==> src/rtl/alu_cmd_driver_if.sv <==
// Signal bundle between a command source, alu_cmd_driver and the external 4-bit ALU.
// The slave modport is the driver's view; master is the surrounding environment.
interface alu_cmd_driver_if;
    logic       cmd_valid;
    logic       cmd_ready;
    logic [3:0] cmd_a;
    logic [3:0] cmd_b;
    logic [2:0] cmd_sel;
    logic       cmd_chain;
    logic [3:0] alu_a;
    logic [3:0] alu_b;
    logic [2:0] alu_sel;
    logic [3:0] alu_out;
    logic       alu_carry;
    logic       alu_zero;
    logic       rsp_valid;
    logic       rsp_ready;
    logic [3:0] rsp_data;
    logic       rsp_carry;
    logic       rsp_zero;
    logic       rsp_err;
    logic [3:0] acc;

    modport master (
        output cmd_valid, cmd_a, cmd_b, cmd_sel, cmd_chain,
        output alu_out, alu_carry, alu_zero, rsp_ready,
        input  cmd_ready, alu_a, alu_b, alu_sel,
        input  rsp_valid, rsp_data, rsp_carry, rsp_zero, rsp_err, acc
    );

    modport slave (
        input  cmd_valid, cmd_a, cmd_b, cmd_sel, cmd_chain,
        input  alu_out, alu_carry, alu_zero, rsp_ready,
        output cmd_ready, alu_a, alu_b, alu_sel,
        output rsp_valid, rsp_data, rsp_carry, rsp_zero, rsp_err, acc
    );
endinterface

==> src/rtl/alu_cmd_driver.sv <==
// Sequences one command at a time through an external combinational 4-bit ALU,
// captures the result into a held response and keeps a chainable accumulator.
module alu_cmd_driver (
    input  logic             clk,
    input  logic             rst,
    alu_cmd_driver_if.slave  bus
);

    typedef enum logic [1:0] {
        IDLE = 2'd0,
        EXEC = 2'd1,
        RESP = 2'd2
    } state_t;

    state_t     state_r;
    state_t     state_nxt_s;
    logic       cmd_ready_s;
    logic       rsp_valid_s;
    logic       accept_s;

    logic [3:0] alu_a_r;
    logic [3:0] alu_b_r;
    logic [2:0] alu_sel_r;
    logic       illegal_r;
    logic [3:0] rsp_data_r;
    logic       rsp_carry_r;
    logic       rsp_zero_r;
    logic       rsp_err_r;
    logic [3:0] acc_r;

    // Op codes 110 and 111 have no ALU meaning.
    function automatic logic is_illegal(input logic [2:0] sel);
        return (sel >= 3'd6);
    endfunction

    assign accept_s = bus.cmd_valid & cmd_ready_s;

    // State register
    always_ff @(posedge clk) begin
        if (rst) begin
            state_r <= IDLE;
        end else begin
            state_r <= state_nxt_s;
        end
    end

    // Next-state logic: EXEC always lasts a single cycle
    always_comb begin
        state_nxt_s = state_r;
        case (state_r)
            IDLE: begin
                if (accept_s) begin
                    state_nxt_s = EXEC;
                end else begin
                    state_nxt_s = IDLE;
                end
            end
            EXEC: state_nxt_s = RESP;
            RESP: begin
                if (bus.rsp_ready) begin
                    state_nxt_s = IDLE;
                end else begin
                    state_nxt_s = RESP;
                end
            end
            default: state_nxt_s = IDLE;
        endcase
    end

    // Handshake outputs are pure state decodes
    always_comb begin
        cmd_ready_s = 1'b0;
        rsp_valid_s = 1'b0;
        case (state_r)
            IDLE:    cmd_ready_s = 1'b1;
            EXEC:    cmd_ready_s = 1'b0;
            RESP:    rsp_valid_s = 1'b1;
            default: begin
                cmd_ready_s = 1'b0;
                rsp_valid_s = 1'b0;
            end
        endcase
    end

    // Operand latch on accept, result capture at the end of EXEC
    always_ff @(posedge clk) begin
        if (rst) begin
            alu_a_r     <= 4'd0;
            alu_b_r     <= 4'd0;
            alu_sel_r   <= 3'd0;
            illegal_r   <= 1'b0;
            rsp_data_r  <= 4'd0;
            rsp_carry_r <= 1'b0;
            rsp_zero_r  <= 1'b0;
            rsp_err_r   <= 1'b0;
            acc_r       <= 4'd0;
        end else begin
            if (accept_s) begin
                alu_a_r   <= bus.cmd_chain ? acc_r : bus.cmd_a;
                alu_b_r   <= bus.cmd_b;
                alu_sel_r <= bus.cmd_sel;
                illegal_r <= is_illegal(bus.cmd_sel);
            end
            if (state_r == EXEC) begin
                // Illegal ops report a fixed result and leave the accumulator alone.
                if (illegal_r) begin
                    rsp_data_r  <= 4'd0;
                    rsp_carry_r <= 1'b0;
                    rsp_zero_r  <= 1'b1;
                    rsp_err_r   <= 1'b1;
                end else begin
                    rsp_data_r  <= bus.alu_out;
                    rsp_carry_r <= bus.alu_carry;
                    rsp_zero_r  <= bus.alu_zero;
                    rsp_err_r   <= 1'b0;
                    acc_r       <= bus.alu_out;
                end
            end
        end
    end

    assign bus.cmd_ready = cmd_ready_s;
    assign bus.rsp_valid = rsp_valid_s;
    assign bus.alu_a     = alu_a_r;
    assign bus.alu_b     = alu_b_r;
    assign bus.alu_sel   = alu_sel_r;
    assign bus.rsp_data  = rsp_data_r;
    assign bus.rsp_carry = rsp_carry_r;
    assign bus.rsp_zero  = rsp_zero_r;
    assign bus.rsp_err   = rsp_err_r;
    assign bus.acc       = acc_r;

endmodule

==> src/flat_wrapper.sv <==
// flat-port wrapper written by rule: the top's interface ports become plain ports
module alu_cmd_driver_flat 
  (clk, rst, bus_cmd_valid, bus_cmd_a, bus_cmd_b, bus_cmd_sel, bus_cmd_chain, bus_alu_out, bus_alu_carry, bus_alu_zero, bus_rsp_ready, bus_cmd_ready, bus_alu_a, bus_alu_b, bus_alu_sel, bus_rsp_valid, bus_rsp_data, bus_rsp_carry, bus_rsp_zero, bus_rsp_err, bus_acc);
  alu_cmd_driver_if bus_i ();
  input  logic clk;
  input  logic rst;
  input wire logic [$bits(bus_i.cmd_valid)-1:0] bus_cmd_valid;
  input wire logic [$bits(bus_i.cmd_a)-1:0] bus_cmd_a;
  input wire logic [$bits(bus_i.cmd_b)-1:0] bus_cmd_b;
  input wire logic [$bits(bus_i.cmd_sel)-1:0] bus_cmd_sel;
  input wire logic [$bits(bus_i.cmd_chain)-1:0] bus_cmd_chain;
  input wire logic [$bits(bus_i.alu_out)-1:0] bus_alu_out;
  input wire logic [$bits(bus_i.alu_carry)-1:0] bus_alu_carry;
  input wire logic [$bits(bus_i.alu_zero)-1:0] bus_alu_zero;
  input wire logic [$bits(bus_i.rsp_ready)-1:0] bus_rsp_ready;
  output wire logic [$bits(bus_i.cmd_ready)-1:0] bus_cmd_ready;
  output wire logic [$bits(bus_i.alu_a)-1:0] bus_alu_a;
  output wire logic [$bits(bus_i.alu_b)-1:0] bus_alu_b;
  output wire logic [$bits(bus_i.alu_sel)-1:0] bus_alu_sel;
  output wire logic [$bits(bus_i.rsp_valid)-1:0] bus_rsp_valid;
  output wire logic [$bits(bus_i.rsp_data)-1:0] bus_rsp_data;
  output wire logic [$bits(bus_i.rsp_carry)-1:0] bus_rsp_carry;
  output wire logic [$bits(bus_i.rsp_zero)-1:0] bus_rsp_zero;
  output wire logic [$bits(bus_i.rsp_err)-1:0] bus_rsp_err;
  output wire logic [$bits(bus_i.acc)-1:0] bus_acc;
  assign bus_i.cmd_valid = bus_cmd_valid;
  assign bus_i.cmd_a = bus_cmd_a;
  assign bus_i.cmd_b = bus_cmd_b;
  assign bus_i.cmd_sel = bus_cmd_sel;
  assign bus_i.cmd_chain = bus_cmd_chain;
  assign bus_i.alu_out = bus_alu_out;
  assign bus_i.alu_carry = bus_alu_carry;
  assign bus_i.alu_zero = bus_alu_zero;
  assign bus_i.rsp_ready = bus_rsp_ready;
  assign bus_cmd_ready = bus_i.cmd_ready;
  assign bus_alu_a = bus_i.alu_a;
  assign bus_alu_b = bus_i.alu_b;
  assign bus_alu_sel = bus_i.alu_sel;
  assign bus_rsp_valid = bus_i.rsp_valid;
  assign bus_rsp_data = bus_i.rsp_data;
  assign bus_rsp_carry = bus_i.rsp_carry;
  assign bus_rsp_zero = bus_i.rsp_zero;
  assign bus_rsp_err = bus_i.rsp_err;
  assign bus_acc = bus_i.acc;
  alu_cmd_driver u_core (.clk(clk), .rst(rst), .bus(bus_i));
endmodule
==> config.mk <==
export PLATFORM = sky130hd
export DESIGN_NAME = alu_cmd_driver_flat
export DESIGN_NICKNAME = d
export VERILOG_FILES = /design/src/rtl/alu_cmd_driver_if.sv /design/src/rtl/alu_cmd_driver.sv /design/src/flat_wrapper.sv
export SDC_FILE = /design/constraint.sdc
export NUM_CORES = 1
export LEC_CHECK = 0
export ABC_AREA = 1
export BUFFER_PORTS_ARGS = -buffer_cell sky130_fd_sc_hd__buf_4
export CORE_ASPECT_RATIO = 1.1
export CORE_MARGIN = 10
export CORE_UTILIZATION = 45
export DETAILED_ROUTE_END_ITERATION = 6
export GPL_TIMING_DRIVEN = 0
export PLACE_DENSITY_LB_ADDON = 0.25
export SYNTH_ARGS = -nofsm -noshare
export SYNTH_HDL_FRONTEND = slang
export SYNTH_SLANG_ARGS = --single-unit
==> constraint.sdc <==
create_clock -name clk -period 1.55 [get_ports clk]
set_clock_uncertainty 0.15 [all_clocks]
set_input_delay 0.31 -clock clk [delete_from_list [all_inputs] [get_ports clk]]
set_output_delay 0.31 -clock clk [all_outputs]
set_load 0.05 [all_outputs]
==> run summary <==
status -> finished, final reports clean
combinational share of power -> 30.9%
initial antenna violation count -> 0
Hold Crit Class -> input port to flop
Pwr per Cell Area -> 972.5 nW/um^2
sequential fraction of the synthesis area -> 48.54%
Achievable Freq -> 0.6609 GHz
Root Buffer -> clkbuf_4
Die Y -> 70.20 microns
DP HPWL -> 2140 microns
NetSw -> 0.5059 mW
Tmin final -> 1.513 ns
share of cells above drive strength 1 -> 34.18%
first-pass GRT wire length -> 4588 microns
# IOs -> 46
VDD IR max -> 0.6641 mV
Mapped Nets -> 165
Max-cap violations -> 0
Overall Global Routing Usage -> 11.87%
Yosys reg bits -> 25
hold buffers post-CTS -> 0
CTS tree -> yes
final instance area -> 1498 sq um
pin count of the biggest net entering global routing -> 15
Crit path arrival time -> 1.05 ns
post-synth cell types -> 16
Setup Slack @ Placement -> 0.1572 ns
normalized max-slew margin -> 71.04%
Port Buffer Count -> 45
syn avg cell area -> 7.210 sq um
Sw Ratio -> 34.73%
die area -> 4608 sq um
static leakage -> 0.7984 nW
slew of the pin with the lowest slew margin -> 0.4344 ns
CTS Sinks -> 25
Final Wtd Congestion -> 0.7389
setup ws final -> 0.03698 ns
WL per Instance -> 12.19 microns
Skew-Pair Late Insertion Delay -> 0.32 ns
Post-Syn Area -> 1031 sq um
critical path required time -> 1.09 ns
clock transition at the registers of the reported paths -> 0.12 ns
startpoint types -> flop
setup-violating endpoint count in the final report -> 0
Slew Limit Fails -> 0
CP endpoint kind -> output pin
ANT nets after route -> 0
most frequent cells in the layout -> buf_4 (47), nand2_1 (42), nor2_1 (24), dfxtp_1 (23), nand3_1 (12)
DRT iter0 DRCs -> 47
CP max stage delay -> 0.38 ns
cells along the critical path -> nor2_4, buf_6, buf_8
via total after detailed routing -> 1046
Placed Instance Area -> 1409 sq um
Pwr Total -> 1.456 mW
Syn Inst Count -> 143
Crit Path Class -> flop to output pin
Hold Violations, Final -> 0
Area Overhead vs Synth -> 45.27%
row count -> 18
cts bufs inserted -> 3
CTS max path bufs -> 2
First-pass DRT Iterations -> 4
Sum Neg Setup Slack -> 0 ns
RSZ-0062 raised after global routing -> no
Via density -> 4.628
Synthesis Warnings -> 0
Fill cells -> 205
vias in the first global route -> 1070
multi-input logic area -> 460.4 sq um
initial core utilization -> 46.71%
htree depth -> 1
sequential share of power -> 49.3%
cell-internal power -> 0.9506 mW
commonest non-fill, non-tap cell in the layout -> buf_4
slowest CP cell -> dfxtp_4
Chip Width -> 65.64 microns
Reg area -> 508.0 sq um
clock power share -> 19.8%
Max Fanout on Critical Path -> 3
final clock period utilization by the worst path -> 97.61%
Core Area -> 2207 sq um
# diodes -> 0
drt total wl -> 2754 microns
Layout Nets -> 219
GRT overflow -> 0
drc violations -> 0
==> cells in the mapped netlist <==
library cell  instances  area share [%]
clkbuf_1              1            0.36
nand2_2               3             1.8
a21oi_1               9             4.4
buf_4                 1            0.73
dfxtp_1              25              49
nand3_1              12             5.8
nor2_2                1            0.61
inv_2                 1            0.36
nor2_4                1             1.1
nand2_1              42              15
nand3b_1              7             5.1
o21bai_1              1            0.73
inv_1                11             4.0
nor2_1               25             9.1
buf_6                 1             1.1
buf_2                 2            0.97
==> metrics by stage <==
stage	utilization [%]	cells	hold WS, ns
floorplan	-	143	0.2291
global placement	63.83	218	0.3033
detailed placement	63.83	218	0.3130
CTS	67.01	224	0.01880
global route	67.86	226	0.02081
finish	67.86	226	0.02336
==> power groups by stage <==
| stage | clock network (mW) | registers [mW] | logic [mW] |
|---|---|---|---|
| 6_report | 0.288 | 0.718 | 0.451 |
| 5_1_grt | 0.320 | 0.724 | 0.488 |
| 4_1_cts | 0.293 | 0.718 | 0.447 |
| 3_5_place_dp | 0 | 0.732 | 0.428 |
| 3_3_place_gp | 0 | 0.730 | 0.423 |
| 2_1_floorplan | 0 | 0.871 | 0.142 |
==> critical path, delay by kind of cell (launching register included) <==
kind / cells / cell delay [ns]
DFF: 1 / 0.38
buffers and inverters: 2 / 0.24
and+or+nand+nor: 1 / 0.12
==> path summary, 6_finish.rpt <==
path | cells past startpoint | start | end | slack [ns]
max | 3 | u_core.state_r[1]$_SDFF_PP0_ | bus_cmd_ready | 0.04
min | 2 | rst | u_core.state_r[1]$_SDFF_PP0_ | 0.02
max reg2reg | 7 | u_core.state_r[1]$_SDFF_PP0_ | u_core.bus.alu_a[0]$_SDFFE_PP0P_ | 0.19
min reg2reg | 2 | u_core.bus.rsp_carry$_SDFFE_PP0N_ | u_core.bus.rsp_carry$_SDFFE_PP0N_ | 0.33
==> cell families after synthesis <==
group / share of synthesized area, %
and+or+nand+nor: 38.84
DFF: 48.54
buffers and inverters: 7.524
AOI/OAI and AO/OA: 5.097
==> area by class of cell <==
type | instances | share of cell area [%]
Inverter | 12 | 3.008
Timing Repair Buffer | 49 | 25.56
Clock buffer | 3 | 1.504
Buffer | 5 | 2.423
Tap cell | 30 | 2.506
Multi-Input combinational cell | 101 | 30.74
Sequential cell | 25 | 33.92
Clock inverter | 1 | 0.3342
==> timing repair <==
item / 4_1_cts / 5_1_grt
setup buffers: 2 / 2
gates resized for setup: 10 / 1
setup endpoints to repair: 2 / 2
pin swaps: 2 / 2
==> state kept, by name, indices dropped and copies added (netlist names) <==
register,count
u_core.bus.acc,4
u_core.bus.alu_a,4
u_core.bus.alu_b,4
u_core.bus.alu_sel,3
u_core.bus.rsp_carry,1
u_core.bus.rsp_data,4
u_core.bus.rsp_err,1
u_core.bus.rsp_zero,1
u_core.illegal_r,1
u_core.state_r,2
==> metal layers <==
| metal | vias up | routed length (microns) | GRT usage (%) |
|---|---|---|---|
| li1 | 550 | - | - |
| met1 | 456 | 1128 | 12.15 |
| met2 | 34 | 1300 | 20.43 |
| met3 | 6 | 272 | 5.742 |
| met4 | 0 | 52 | 3.571 |
| met5 | - | 0 | 0 |
Note: power is estimated with default switching activity, not from simulation.
